`src/rtl/noc_mem_arbiter.sv`:
```
// Two-to-one NoC packet arbiter in front of the memory port: round-robin merge of
// NoC2 requests at packet granularity, chip-ID steered split of NoC3 responses.
module noc_mem_arbiter #(
  parameter int          DATA_W    = 64,
  parameter logic [13:0] P1_CHIPID = 14'h2000
) (
  input  logic              clk,
  input  logic              rst_n,
  input  logic              s0_req_val,
  input  logic [DATA_W-1:0] s0_req_dat,
  output logic              s0_req_rdy,
  input  logic              s1_req_val,
  input  logic [DATA_W-1:0] s1_req_dat,
  output logic              s1_req_rdy,
  output logic              m_req_val,
  output logic [DATA_W-1:0] m_req_dat,
  input  logic              m_req_rdy,
  input  logic              m_rsp_val,
  input  logic [DATA_W-1:0] m_rsp_dat,
  output logic              m_rsp_rdy,
  output logic              s0_rsp_val,
  output logic [DATA_W-1:0] s0_rsp_dat,
  input  logic              s0_rsp_rdy,
  output logic              s1_rsp_val,
  output logic [DATA_W-1:0] s1_rsp_dat,
  input  logic              s1_rsp_rdy
);
  localparam int NUM_PORTS = 2;

  typedef enum logic [1:0] {R_IDLE, R_P0, R_P1} req_st_e;
  typedef enum logic [1:0] {S_IDLE, S_P0, S_P1} rsp_st_e;

  logic [NUM_PORTS-1:0]             req_val, req_rdy, rsp_val, rsp_rdy;
  logic [NUM_PORTS-1:0][DATA_W-1:0] req_dat, rsp_dat;

  assign req_val    = {s1_req_val, s0_req_val};
  assign req_dat    = {s1_req_dat, s0_req_dat};
  assign rsp_rdy    = {s1_rsp_rdy, s0_rsp_rdy};
  assign s0_req_rdy = req_rdy[0];
  assign s1_req_rdy = req_rdy[1];
  assign s0_rsp_val = rsp_val[0];
  assign s1_rsp_val = rsp_val[1];
  assign s0_rsp_dat = rsp_dat[0];
  assign s1_rsp_dat = rsp_dat[1];

  // Response data is broadcast; only the valid is steered.
  for (genvar i = 0; i < NUM_PORTS; i++) begin : g_rsp_dat
    assign rsp_dat[i] = m_rsp_dat;
  end

  // ---------------- request merge ----------------
  req_st_e    req_st, req_st_nxt;
  logic [7:0] req_cnt, req_cnt_nxt;
  logic       prio, prio_nxt;
  logic       req_gnt, req_hs;
  logic [7:0] req_len;

  always_ff @(posedge clk or negedge rst_n) begin
    if (!rst_n) begin
      req_st  <= R_IDLE;
      req_cnt <= '0;
      prio    <= 1'b0;
    end else begin
      req_st  <= req_st_nxt;
      req_cnt <= req_cnt_nxt;
      prio    <= prio_nxt;
    end
  end

  assign req_hs  = m_req_val & m_req_rdy;
  assign req_len = m_req_dat[29:22];

  always_comb begin
    req_st_nxt  = req_st;
    req_cnt_nxt = req_cnt;
    prio_nxt    = prio;
    if (req_hs) begin
      if (req_st == R_IDLE) begin
        if (req_len == 8'd0) begin
          prio_nxt = ~req_gnt;
        end else begin
          req_cnt_nxt = req_len;
          req_st_nxt  = req_gnt ? R_P1 : R_P0;
        end
      end else begin
        // Counter stops at the last payload flit, so length 255 never wraps.
        req_cnt_nxt = req_cnt - 8'd1;
        if (req_cnt == 8'd1) begin
          req_st_nxt = R_IDLE;
          prio_nxt   = ~req_gnt;
        end
      end
    end
  end

  // Grant depends only on valids and state, keeping rdy out of every val path.
  always_comb begin
    req_gnt = 1'b0;
    unique case (req_st)
      R_P0:    req_gnt = 1'b0;
      R_P1:    req_gnt = 1'b1;
      default: req_gnt = (&req_val) ? prio : req_val[1];
    endcase
    m_req_val        = rst_n & req_val[req_gnt];
    m_req_dat        = req_dat[req_gnt];
    req_rdy          = '0;
    req_rdy[req_gnt] = rst_n & m_req_rdy;
  end

  // ---------------- response split ----------------
  rsp_st_e    rsp_st, rsp_st_nxt;
  logic [7:0] rsp_cnt, rsp_cnt_nxt;
  logic       rsp_sel, rsp_hs;
  logic [7:0] rsp_len;

  always_ff @(posedge clk or negedge rst_n) begin
    if (!rst_n) begin
      rsp_st  <= S_IDLE;
      rsp_cnt <= '0;
    end else begin
      rsp_st  <= rsp_st_nxt;
      rsp_cnt <= rsp_cnt_nxt;
    end
  end

  assign rsp_hs  = m_rsp_val & m_rsp_rdy;
  assign rsp_len = m_rsp_dat[29:22];

  always_comb begin
    rsp_st_nxt  = rsp_st;
    rsp_cnt_nxt = rsp_cnt;
    if (rsp_hs) begin
      if (rsp_st == S_IDLE) begin
        if (rsp_len != 8'd0) begin
          rsp_cnt_nxt = rsp_len;
          rsp_st_nxt  = rsp_sel ? S_P1 : S_P0;
        end
      end else begin
        rsp_cnt_nxt = rsp_cnt - 8'd1;
        if (rsp_cnt == 8'd1) rsp_st_nxt = S_IDLE;
      end
    end
  end

  always_comb begin
    rsp_sel = 1'b0;
    unique case (rsp_st)
      S_P0:    rsp_sel = 1'b0;
      S_P1:    rsp_sel = 1'b1;
      default: rsp_sel = (m_rsp_dat[63:50] == P1_CHIPID);
    endcase
    rsp_val          = '0;
    rsp_val[rsp_sel] = rst_n & m_rsp_val;
    m_rsp_rdy        = rst_n & rsp_rdy[rsp_sel];
  end

endmodule

```
`config.mk`:
```
export PLATFORM = sky130hd
export DESIGN_NAME = noc_mem_arbiter
export DESIGN_NICKNAME = d
export VERILOG_FILES = /design/src/rtl/noc_mem_arbiter.sv
export SDC_FILE = /design/constraint.sdc
export NUM_CORES = 1
export LEC_CHECK = 0
export BUFFER_PORTS_ARGS = -buffer_cell sky130_fd_sc_hd__buf_2
export CAP_MARGIN = 5
export CORE_AREA = 2 2 154 156
export CTS_CLUSTER_SIZE = 40
export DETAILED_ROUTE_END_ITERATION = 7
export DIE_AREA = 0 0 156 158
export GPL_ROUTABILITY_DRIVEN = 1
export PLACE_DENSITY = 0.51
export SLEW_MARGIN = 20
export SYNTH_ARGS = -nofsm -noshare
export SYNTH_HDL_FRONTEND = slang
export SYNTH_SLANG_ARGS = --single-unit
export TNS_END_PERCENT = 1
```
`constraint.sdc`:
```
create_clock -name clk -period 2.72 [get_ports clk]
set_clock_uncertainty 0.15 [all_clocks]
set_input_delay 0.816 -clock clk [delete_from_list [all_inputs] [get_ports clk]]
set_output_delay 0.816 -clock clk [all_outputs]
set_load 0.01 [all_outputs]
```
# [After elaboration in Yosys (flattened, before gate mapping)]
# Cells that the tools add are included.
[word_totals] regBits=21 out_inout_bits=198 latchBits=0 romBits=0 memories=0 ramBits=0
[classes] mul=0 addsub=2 div_mod_pow=0 mux=28 bitwise_logic=9 shift=0 reduce_logical=14 n_eq_ne=10 magnitude_cmp=4
[ops] cell="$mux W64" count=2
[ops] cell="$mux W8" count=4
[ops] cell="$eq A8 B1 Y1 const B" count=2
[ops] cell="$mux W2" count=8
[ops] cell="$sub A8 B1 Y8 const B" count=2
[ops] cell="$eq A14 B14 Y1 const B" count=1
[ops] cell="$mux W1" count=10
[ops] cell="$reduce_and A3 Y1" count=3
[ops] cell="$logic_not A8 Y1" count=1
[ops] cell="$reduce_bool A8 Y1" count=1
[ops] cell="$and A1 B1 Y1" count=6
[ops] cell="$reduce_and A2 Y1" count=3
[ops] cell="$and A2 B2 Y2" count=2
[ops] cell="$eq A2 B1 Y1 const B" count=2
[ops] cell="$eq A2 B2 Y1 const B" count=2
[ops] cell="$logic_not A2 Y1" count=2
[ops] cell="$lt A1 B2 Y1 const B" count=2
[ops] cell="$ne A2 B1 Y1 const B" count=2
[ops] cell="$pmux W1 S2" count=2
[ops] cell="$reduce_bool A2 Y1" count=2
[ops] cell="$demux W1 S1" count=2
[ops] cell="$ge A1 B1 Y1 const B" count=2
[ops] cell="$logic_and A1 B1 Y1" count=2
[ops] cell="$ne A2 B2 Y1 const B" count=1
[ops] cell="$not A1 Y1" count=1

# [Depth between registers and ports, before layout]
# Gate-level depths: netlist (run 1).
[logic_depth] ltp_word=8 mapped_depth=10

# [Worst setup path after synthesis (run 1)]
# Ideal clock, no wire load.
[synth_path] path_type="input -> output" start="input s0_req_val" end="output m_req_dat[34]" stages=6 setup_slack_ns=-0.151 arrival_ns=1.905 path_cell_list="nor2b_1 -> o21ai_1 -> clkbuf_1 -> clkbuf_1 -> nand2_1 -> nand2_1"
[synth_via] elab_chain_len=5
[synth_lines] item="from (decl)" line_no="9" rtl="input logic s0_req_val,"
[synth_lines] item="$reduce_and A2 Y1" line_no="102" rtl="default: req_gnt = (&req_val) ? prio : req_val[1];"
[synth_lines] item="$mux W1" line_no="102"
[synth_lines] item="$pmux W1 S2" line_no="99" rtl="unique case (req_st)"
[synth_lines] item="$mux W64 (implied by the code) (2 in series)" line_no="105" rtl="m_req_dat = req_dat[req_gnt];"
[synth_lines] item="to (decl)" line_no="16" rtl="output logic [DATA_W-1:0] m_req_dat,"
# Every way passes these cells. The select of a mux whose other input is x is not followed.

# [Worst setup path after layout (run 1)]
[layout_path] start="register req_st[1]" end="output m_req_dat[0]"
[layout_via] elab_chain_len=4
[layout_lines] item="from (decl)" line_no="52" rtl="req_st_e req_st, req_st_nxt;"
[layout_lines] item="from (signal assigned)" line_no="64" rtl="req_st <= req_st_nxt;"
[layout_lines] item="$eq A2 B2 Y1 / $eq A2 B1 Y1 (equally long branches)" line_no="99"
[layout_lines] item="$pmux W1 S2 (*)" line_no="99"
[layout_lines] item="$mux W64 (implied by the code) (*) (2 in series)" line_no="105"
# Every way passes the cells marked *; elsewhere a longest branch is shown, timed or not. The select of a mux whose other input is x is not followed.

==> results of run 1 <==
==> worst max path at each step <==
stage	start	slack [ns]	endpoint	cells after the start
floorplan	s0_req_val	-0.08	m_req_dat[10]	7
global placement	s0_req_val	-0.27	m_req_dat[59]	8
detailed placement	s0_req_val	-0.29	m_req_dat[59]	8
CTS	s0_req_val	-0.27	m_req_dat[31]	9
global route	req_st[1]	-0.35	m_req_dat[14]	10
finish	req_st[1]	-0.26	m_req_dat[0]	10
==> critical path, stage by stage, from the launching register on <==
cell	delay, ns
dfrtp_1	0.39
inv_2	0.09
ha_4	0.20
nand2b_4	0.14
buf_6	0.12
o21ai_4	0.23
buf_8	0.19
clkbuf_16	0.16
nand2_1	0.05
nand2_1	0.07
buf_2	0.13
==> repair_timing <==
| item | in CTS | in global routing |
|---|---|---|
| cloned | 2 | 4 |
| resized for setup | 36 | 61 |
| setup endpoints to repair | 70 | 70 |
| buffers inserted | 2 | 2 |
| pin swaps | 6 | 38 |
| endpoints found under the hold margin | 0 | 0 |
==> metrics by stage <==
| step | instances | area, sq um | util [%] | hold slack [ns] |
|---|---|---|---|---|
| after floorplan | 513 | 3500 | - | 0.315 |
| after global placement | 966 | 4500 | 19.5 | 0.341 |
| after detailed placement | 966 | 4500 | 19.5 | 0.336 |
| after CTS | 974 | 4830 | 21.0 | 0.351 |
| after global routing | 980 | 5160 | 22.4 | 0.391 |
| final | 980 | 5160 | 22.4 | 0.348 |
==> power groups by stage <==
stage / clock network, mW / logic (mW) / registers [mW]
floorplan: 0 / 2.09 / 0.502
global placement: 0 / 3.25 / 0.530
detailed placement: 0 / 3.28 / 0.531
CTS: 0.334 / 3.84 / 0.532
global route: 0.339 / 4.76 / 0.551
finish: 0.321 / 4.36 / 0.533
==> cell families after synthesis <==
group	synth area share [%]
AO/OA/AOI/OAI	11.2
adder cells (fa/ha/maj)	2.91
buffers and inverters	32.7
flip-flops	15.3
multiplexers	5.13
AND/OR/NAND/NOR	32.8
==> registers in the layout, indices dropped and copies added, names as in the netlist <==
register,count
prio,1
req_cnt,8
req_st,2
rsp_cnt,8
rsp_st,2
==> synthesized netlist by cell type (all sizes together), types with 7 or more instances <==
cell type,count
nor4,9
a21oi,11
buf,138
nor3,9
ha,8
nor2,16
nand3,19
o22ai,10
mux2,10
clkbuf,11
nand2,177
inv,10
dfrtp,21
o21ai,7
==> layer usage <==
| layer | wire length, um | share of wire, % |
|---|---|---|
| met5 | 0 | 0 |
| met1 | 5960 | 40 |
| met2 | 7400 | 49 |
| met4 | 306 | 2.0 |
| met3 | 1340 | 8.9 |
==> area by class of cell <==
type                       instances  area share, %
timing repair buffer             323           40.3
multi-input combinational        331           40.1
sequential                        21           10.2
tap                              290           7.04
clock buffer                       4           1.53
inverter                          11          0.801
==> summary.txt, run 1 <==
STA
  – Final setup TNS: -14.18 ns
  – Achievable Freq: 335 MHz
  – Slew Viols, Final: 0
  – Tcrit/Tclk final: 110%
  – Min Tclk post-route: 2.98 ns
  – Final worst setup slack: -0.263 ns
  – Hold Vio Cnt, Final: 0
  – Final setup fails: 68
  – RSZ-0062 raised after global routing: yes
  – Worst-Margin Slew: 0.628 ns
  – Slew headroom: 57.8%

Placed design
  – HPWL after DPL: 11,900 um
  – Global placer's final weighted congestion: 0.813
  – Pre-CTS setup slack: -0.293 ns
  – Port Buf Inserts: 271

Clock tree
  – Post-CTS Hold Fix Bufs: 0
  – Maximum level of the CTS H-tree: 1
  – Reg clk slew, reported paths: 0.06 ns
  – Clk_lat worst skew: 0.26 ns
  – Clk buf depth: 2
  – CTS tree: built
  – Total CTS buffers: 3
  – Root buffer cell: clkbuf_16
  – Clock sinks: 21

Floorplan
  – Die height: 158 um
  – Top-level I/O count: 398
  – Core footprint: 23,100 sq um
  – Die W: 156 um
  – Initial Util: 14.9%
  – Placement row count: 56
  – Die area: 24,600 sq um

Route
  – ANT nets after route: 0
  – Vias: 3,916
  – First-pass iteration count of the detailed router: 4
  – DRC viols: 0
  – Via/cell ratio: 4.00
  – Drt wl/cell: 15.3 um
  – Final wirelength: 15,000 um
  – DR iter-0 viols: 153

Flow run
  – Maxcap violations: 0

GRT
  – GRT overflow: 0
  – GRT Resource Usage Total: 10.5%
  – Met1 global-route usage: 12.6%
  – First-pass GRT wire length: 19,700 um
  – Initial antenna violation count: 0
  – GR peak layer: met2
  – Met2 Usage GRT: 18.6%
  – Met3 global-route usage: 2.85%
  – Vias in the first global route: 3,468
  – Largest net degree at the start of global routing: 41

Run status
  – Violated checks: setup timing
  – Status: complete, but fails checks

Setup path
  – Worst endpoint required time: 1.75 ns
  – Reg2Reg Setup Slack: 0.36 ns
  – RR Startpoint: req_st[1]
  – Crit. End Element: primary output
  – WS Path Type: flop to primary output
  – CP startpoint kind: flop
  – Reg2reg path depth: 9
  – CP max FO: 5
  – CP arrival: 2.02 ns
  – Crit Reg-Reg Endpoint: req_cnt[0]

Final layout
  – Commonest non-fill, non-tap cell in the layout: buf_2
  – Layout cells sized above 1: 60.6%
  – Number of fillers in the final layout: 2,614
  – Final nets: 899
  – Register area: 526 sq um
  – Most frequent cells in the layout: 247 x buf_2, 117 x nand2_1, 53 x nand2_2
  – # diodes: 0
  – Syn-to-layout area delta: 49.9%
  – Footprint of the multi-input gates: 2070 sq um

Synth
  – Synth area leaders: buf_4 28%, nand2_1 19%, dfrtp_1 15%, ha_1 2.9%, nand3_1 2.8%
  – Yosys Warn Count: 0
  – Syn_nets: 721
  – Largest area contributor in the netlist: buf_4
  – Top-area cell type share of the netlist area: 28.4%
  – Register bit total from synthesis: 21
  – Synth Area per Inst: 6.71 sq um
  – Yosys cell types: 53
  – Register area share after synthesis: 15.3%
  – Number of synthesized flops with an enable pin: 0
  – Ys async rst share: 100%
  – Synthesized instance count: 513
  – Mapped cell area: 3440 sq um
  – Top FF cell, synth: dfrtp_1

Power and ir drop
  – Switching share of power: 47.0%
  – Overall power: 5.21 mW
  – Cell Pwr Density: 1010 nW/um^2
  – Seq pwr share: 10.2%
  – Switch Pwr: 2.45 mW
  – Max VDD drop: 0.399 mV
  – Internal power: 2.76 mW
  – Reported leakage power: 2.71 nW
  – Combinational share of power: 83.6%
  – Clock power share: 6.2%

Min path
  – Hold Startpoint: prio
  – Hold Crit Class: flop to flop
  – Hold EP: prio
  – WHS Path Cells: 1
Note: power is estimated with default switching activity, not from simulation.
==> inputs of run 2 (changes only) <==
Settings changed: CTS_BUF_LIST set to sky130_fd_sc_hd__clkbuf_16.
==> run 2 against run 1 <==
Compared with the run above:
- sequential power about the same
- largest power group unchanged
- the flow still finishes with violations (setup timing)
- clock power decreased by 1%
- first-iteration DRC count unchanged
- wire length about the same
- critical endpoint unchanged
- via count unchanged
- worst hold slack unchanged
==> summary.txt, run 2 (synthesis gave the netlist of run 1 again) <==
STA
  – Slew headroom: 57.8% (unchanged)
  – Achievable Freq: 335 MHz (unchanged)
  – Final setup fails: 68 (unchanged)
  – Hold Vio Cnt, Final: 0 (unchanged)
  – Slew Viols, Final: 0 (unchanged)
  – RSZ-0062 raised after global routing: yes (unchanged)
  – Final setup TNS: -14.18 ns (about the same)
  – Min Tclk post-route: 2.98 ns (unchanged)
  – Worst-Margin Slew: 0.628 ns (unchanged)
  – Final worst setup slack: -0.263 ns (unchanged)
  – Tcrit/Tclk final: 110% (unchanged)

Route
  – First-pass iteration count of the detailed router: 4 (unchanged)
  – DRC viols: 0 (unchanged)
  – Vias: 3,916 (unchanged)
  – Via/cell ratio: 4.00 (unchanged)
  – DR iter-0 viols: 153 (unchanged)
  – Drt wl/cell: 15.3 um (about the same)
  – ANT nets after route: 0 (unchanged)
  – Final wirelength: 15,000 um (about the same)

Clock tree
  – Clk buf depth: 2 (unchanged)
  – Root buffer cell: clkbuf_16 (unchanged)
  – Total CTS buffers: 3 (unchanged)
  – Post-CTS Hold Fix Bufs: 0 (unchanged)
  – Clock sinks: 21 (unchanged)
  – Reg clk slew, reported paths: 0.06 ns (about the same)
  – Clk_lat worst skew: 0.26 ns (about the same)
  – CTS tree: built (unchanged)
  – Maximum level of the CTS H-tree: 1 (unchanged)

Power and ir drop
  – Reported leakage power: 2.72 nW (was 2.71 nW)
  – Max VDD drop: 0.399 mV (about the same)
  – Cell Pwr Density: 1010 nW/um^2 (about the same)
  – Overall power: 5.21 mW (about the same)

Final layout
  – Post-Layout Cell Count: 980 (unchanged)
  – Final nets: 899 (unchanged)
  – Register area: 526 sq um (unchanged)
  – Commonest non-fill, non-tap cell in the layout: buf_2 (unchanged)
  – Syn-to-layout area delta: 49.9% (unchanged)
  – Most frequent cells in the layout: 247 x buf_2, 117 x nand2_1, 53 x nand2_2 (unchanged)
  – # diodes: 0 (unchanged)
  – Layout cells sized above 1: 60.6% (unchanged)
  – End-of-flow core utilization: 22.4% (unchanged)
  – Largest regs: req_cnt: 8 flops, rsp_cnt: 8 flops (unchanged)
  – Number of fillers in the final layout: 2,614 (unchanged)
  – Footprint of the multi-input gates: 2070 sq um (unchanged)

Min path
  – Hold Startpoint: prio (unchanged)
  – Hold Crit Class: flop to flop (unchanged)

Setup path
  – Crit. End Element: primary output (unchanged)
  – RR Startpoint: req_st[1] (unchanged)
  – WS Path Type: flop to primary output (unchanged)
  – Worst endpoint required time: 1.75 ns (about the same)
  – CP arrival: 2.02 ns (about the same)
  – Reg2Reg Setup Slack: 0.36 ns (about the same)
  – CP startpoint kind: flop (unchanged)
  – Slowest CP cell: dfrtp_1 (unchanged)
  – CP max FO: 5 (unchanged)
  – Crit path largest cell delay: 0.39 ns (about the same)
  – Critical path endpoint: m_req_dat[0] (unchanged)
  – Setup crit start: req_st[1] (unchanged)
  – Reg2reg path depth: 9 (unchanged)
  – Crit Reg-Reg Endpoint: req_cnt[0] (unchanged)
  – Crit path cell chain: inv_2 > ha_4 > nand2b_4 > buf_6 > o21ai_4 > buf_8 > clkbuf_16 > nand2_1 > nand2_1 > buf_2 (unchanged)
  – Most Frequent Cell on Critical Path: nand2_1 (unchanged)

Placed design
  – HPWL after DPL: 11,900 um (unchanged)
  – Placed cell count: 966 (unchanged)
  – Pre-CTS setup slack: -0.293 ns (unchanged)
  – Port Buf Inserts: 271 (unchanged)
  – Global placer's final weighted congestion: 0.813 (unchanged)

Floorplan
  – Core footprint: 23,100 sq um (unchanged)
  – Die height: 158 um (unchanged)
  – Die area: 24,600 sq um (unchanged)
  – Die W: 156 um (unchanged)
  – Placement row count: 56 (unchanged)
  – Initial Util: 14.9% (unchanged)
  – Top-level I/O count: 398 (unchanged)

GRT
  – Initial antenna violation count: 0 (unchanged)
  – GRT overflow: 0 (unchanged)
  – Largest net degree at the start of global routing: 41 (unchanged)
  – GRT Resource Usage Total: 10.5% (unchanged)
  – Vias in the first global route: 3,468 (unchanged)
  – First-pass GRT wire length: 19,700 um (unchanged)

Flow run
  – Maxcap violations: 0 (unchanged)

Run status
  – Violated checks: setup timing (unchanged)
  – Status: complete, but fails checks (unchanged)
run 2: stage by stage:
step	hold slack [ns]	cell area, sq um
4_1_cts	0.351	4830
6_report	0.348	5160
3_5_place_dp	0.336	4500
5_1_grt	0.391	5160
3_3_place_gp	0.341	4500
2_1_floorplan	0.315	3500
run 2: where the power goes:
group | internal (mW) | switching [mW] | total [mW] | leakage (nW)
registers | 0.416 | 0.116 | 0.533 | 0.231
clock network | 0.196 | 0.121 | 0.317 | 0.0423
logic | 2.15 | 2.21 | 4.36 | 2.45
run 2: what timing repair did:
item,CTS,global route
setup endpoints to repair,70,70
gates cloned,2,4
pin swaps,6,38
setup buffers,2,2
resized for setup,36,61
run 2: worst min-delay path by stage:
stage               depth (start not counted)   end
floorplan                                   1  prio
global placement                            1  prio
detailed placement                          1  prio
CTS                                         1  prio
global route                                1  prio
finish                                      1  prio
run 2: metal layers:
| metal | vias to the layer above | part of all wire [%] | global-route usage [%] |
|---|---|---|---|
| met5 | - | 0 | 0 |
| met4 | 0 | 2.0 | 2.45 |
| met2 | 225 | 49 | 18.6 |
| li1 | 1930 | - | - |
| met1 | 1742 | 40 | 12.6 |
| met3 | 19 | 8.9 | 2.85 |
run 2: worst max-delay path: cells and delay by family, from the launching register on:
kind,cells,cell delay [ns]
buffers and inverters,5,0.69
flip-flops,1,0.39
AND/OR/NAND/NOR,3,0.26
AO/OA/AOI/OAI,1,0.23
adder cells (fa/ha/maj),1,0.20
run 2: cell type report:
type	count	share of cell area, %
clock inverter	1	0.0728
sequential	21	10.2
multi-input combinational	331	40.1
tap	290	7.04
inverter	11	0.801
clock buffer	3	1.46
timing repair buffer	323	40.3
==> inputs of run 3 (changes only) <==
Settings changed: CORE_AREA 2 2 154 156 to 2 2 153 155, DIE_AREA 0 0 156 158 to 0 0 155 157, MAX_ROUTING_LAYER set to met4, PLACE_DENSITY 0.51 to 0.5.
Clock period 2.72 ns to 3.06 ns, I/O delays scaled along.
==> run 3 against run 2 <==
Compared with the run above:
- the run still ends with setup timing left
- non-clock buffer count fell by 16
- global-route usage up 0.30 points
- via count shrank 1.0%
- clock power shrank 8.5%
- first-iteration DRC count increased by 49%
- sequential power down 11%
- count of clock-buffer cells in the layout is the same
- combinational power shrank 10%
- total power shrank 10%
- wire length increased by 6.7%
- worst hold slack improved by 0.033 ns
- sequential share of layout area grew 0.25 points
- critical path type unchanged
- critical endpoint is now m_req_dat[50]
- largest power group unchanged
==> summary.txt, run 3 (synthesis gave the netlist of run 1 again) <==
Run status
  – Status: complete, but fails checks (unchanged)
  – Violated checks: setup timing (unchanged)

Floorplan
  – Die W: 155 um (was 156 um)
  – Die height: 157 um (was 158 um)
  – Initial Util: 15.3% (was 14.9%)
  – Die area: 24,300 sq um (was 24,600 sq um)
  – Placement row count: 55 (was 56)
  – Core footprint: 22,500 sq um (was 23,100 sq um)
  – Top-level I/O count: 398 (unchanged)

Clock tree
  – Total CTS buffers: 3 (unchanged)
  – CTS tree: built (unchanged)
  – Maximum level of the CTS H-tree: 1 (unchanged)
  – Clk buf depth: 2 (unchanged)
  – Reg clk slew, reported paths: 0.06 ns (about the same)
  – Clk_lat worst skew: 0.26 ns (about the same)
  – Clock sinks: 21 (unchanged)
  – Root buffer cell: clkbuf_16 (unchanged)
  – Post-CTS Hold Fix Bufs: 0 (unchanged)

GRT
  – GRT overflow: 0 (unchanged)
  – Vias in the first global route: 3,231 (was 3,468)
  – GRT Resource Usage Total: 10.8% (was 10.5%)
  – First-pass GRT wire length: 19,300 um (was 19,700 um)
  – Largest net degree at the start of global routing: 56 (was 41)
  – Initial antenna violation count: 2 (was 0)

Final layout
  – Post-Layout Cell Count: 962 (was 980)
  – Post-Layout Inst Area: 5030 sq um (was 5160 sq um)
  – Commonest non-fill, non-tap cell in the layout: buf_2 (unchanged)
  – Layout cells sized above 1: 57.2% (was 60.6%)
  – Largest regs: req_cnt: 8 flops, rsp_cnt: 8 flops (unchanged)
  – Final nets: 884 (was 899)
  – Syn-to-layout area delta: 46.3% (was 49.9%)
  – End-of-flow core utilization: 22.4% (about the same)
  – Most frequent cells in the layout: 247 x buf_2, 133 x nand2_1, 38 x nand2_2 (was 247 x buf_2, 117 x nand2_1, 53 x nand2_2)

Setup path
  – Crit path largest cell delay: 0.41 ns (was 0.39 ns)
  – Crit path cell chain: inv_2 > ha_4 > nand2b_4 > buf_6 > o21ai_4 > buf_12 > clkbuf_16 > nand2_2 > nand2_1 > buf_2 (was inv_2 > ha_4 > nand2b_4 > buf_6 > o21ai_4 > buf_8 > clkbuf_16 > nand2_1 > nand2_1 > buf_2)
  – CP arrival: 2.04 ns (was 2.02 ns)
  – RR Startpoint: req_st[1] (unchanged)
  – Slowest CP cell: dfrtp_1 (unchanged)
  – Crit Reg-Reg Endpoint: req_cnt[0] (unchanged)
  – Worst endpoint required time: 1.99 ns (was 1.75 ns)
  – Reg2reg path depth: 9 (unchanged)
  – Crit. End Element: primary output (unchanged)
  – WS Path Type: flop to primary output (unchanged)
  – CP max FO: 6 (was 5)
  – Reg2Reg Setup Slack: 0.58 ns (was 0.36 ns)
  – CP startpoint kind: flop (unchanged)

STA
  – Slew Viols, Final: 0 (unchanged)
  – Final setup fails: 39 (was 68)
  – Final worst setup slack: -0.0457 ns (was -0.263 ns)
  – Worst-Margin Slew: 0.575 ns (was 0.628 ns)
  – Min Tclk post-route: 3.11 ns
  – RSZ-0062 raised after global routing: yes (unchanged)
  – Achievable Freq: 322 MHz
  – Slew headroom: 61.4% (was 57.8%)
  – Hold Vio Cnt, Final: 0 (unchanged)
  – Tcrit/Tclk final: 101%
  – Hold Slack: 0.382 ns (was 0.348 ns)

Route
  – Uppermost layer routed: met4 (unchanged)
  – DRC viols: 0 (unchanged)
  – ANT nets after route: 0 (unchanged)
  – Met3 WL: 1710 um (was 1340 um)
  – Via/cell ratio: 4.03 (was 4.00)
  – WL met1: 6180 um (was 5960 um)
  – Drt wl/cell: 16.6 um (was 15.3 um)
  – Vias: 3,877 (was 3,916)
  – DR iter-0 viols: 228 (was 153)
  – Final wirelength: 16,000 um (was 15,000 um)
  – Met2 WL post-DR: 7630 um (was 7400 um)
  – First-pass iteration count of the detailed router: 4 (unchanged)

Power and ir drop
  – Switching share of power: 47.9% (was 47.0%)
  – Switch Pwr: 2.24 mW (was 2.45 mW)
  – Max VDD drop: 0.304 mV (was 0.399 mV)
  – Cell Pwr Density: 928 nW/um^2 (was 1010 nW/um^2)
  – Seq pwr share: 10.2% (about the same)
  – Internal power: 2.44 mW (was 2.76 mW)
  – Reported leakage power: 2.68 nW (was 2.72 nW)
  – Clock power share: 6.2% (was 6.1%)
  – Combinational share of power: 83.6% (was 83.7%)

Placed design
  – Port Buf Inserts: 271 (unchanged)
  – Placed cell count: 941 (was 966)
  – Placed cell area: 4280 sq um (was 4500 sq um)
  – HPWL after DPL: 11,800 um (was 11,900 um)
  – Global placer's final weighted congestion: 0.798 (was 0.813)

Flow run
  – Maxcap violations: 0 (unchanged)

Min path
  – Hold Crit Class: input pin to async pin (was flop to flop)
[run 3: worst max-delay path by stage]
stage | startpoint | endpoint | cells past startpoint
after detailed placement | s0_req_val | m_req_dat[38] | 7
after global placement | s0_req_val | m_req_dat[38] | 7
after global routing | req_st[1] | m_req_dat[52] | 10
after floorplan | s0_req_val | m_req_dat[34] | 8
after CTS | s0_req_val | m_req_dat[57] | 9
final | req_st[1] | m_req_dat[50] | 10
[run 3: routing by layer]
layer,up-vias,GRT usage [%]
li1,1897,-
met1,1737,12.2
met2,216,17.6
met3,27,3.88
met4,0,3.97
met5,-,-
[run 3: metrics by stage]
step | worst slack, ns | total power [mW] | setup TNS, ns
after floorplan | -0.0109 | 2.23 | -0.217
after global placement | -0.159 | 3.19 | -5.65
after detailed placement | -0.176 | 3.20 | -6.93
after CTS | -0.128 | 3.83 | -5.25
after global routing | -0.104 | 5.04 | -4.56
final | -0.0457 | 4.67 | -0.563
[run 3: timing repair]
item,in CTS,in global routing
buffers inserted,2,5
gates cloned,2,6
pin swaps,2,43
gates resized for setup,10,94
endpoints found under the hold margin,0,0
setup endpoints to repair,65,68
[run 3: layout make-up]
| cell class | count | area, sq um |
|---|---|---|
| Fill cell | 2513 | 17500 |
| Multi-Input combinational cell | 332 | 2030 |
| Timing Repair Buffer | 307 | 1990 |
| Sequential cell | 21 | 526 |
| Tap cell | 285 | 357 |
| Clock buffer | 3 | 75.1 |
| Inverter | 11 | 41.3 |
| Antenna cell | 2 | 5.00 |
| Clock inverter | 1 | 3.75 |
[run 3: worst max-delay path: cells and delay by family, from the launching register on]
family	cells	cell delay, ns
simple gates	3	0.26
buf+inv	5	0.70
compound gates	1	0.18
flops	1	0.41
fa+ha+maj	1	0.21
[run 3: power by group through the flow]
stage	combinational [mW]	clock, mW	sequential (mW)
finish	3.91	0.290	0.475
global route	4.25	0.303	0.487
CTS	3.07	0.293	0.466
detailed placement	2.74	0	0.467
global placement	2.72	0	0.469
floorplan	1.78	0	0.446
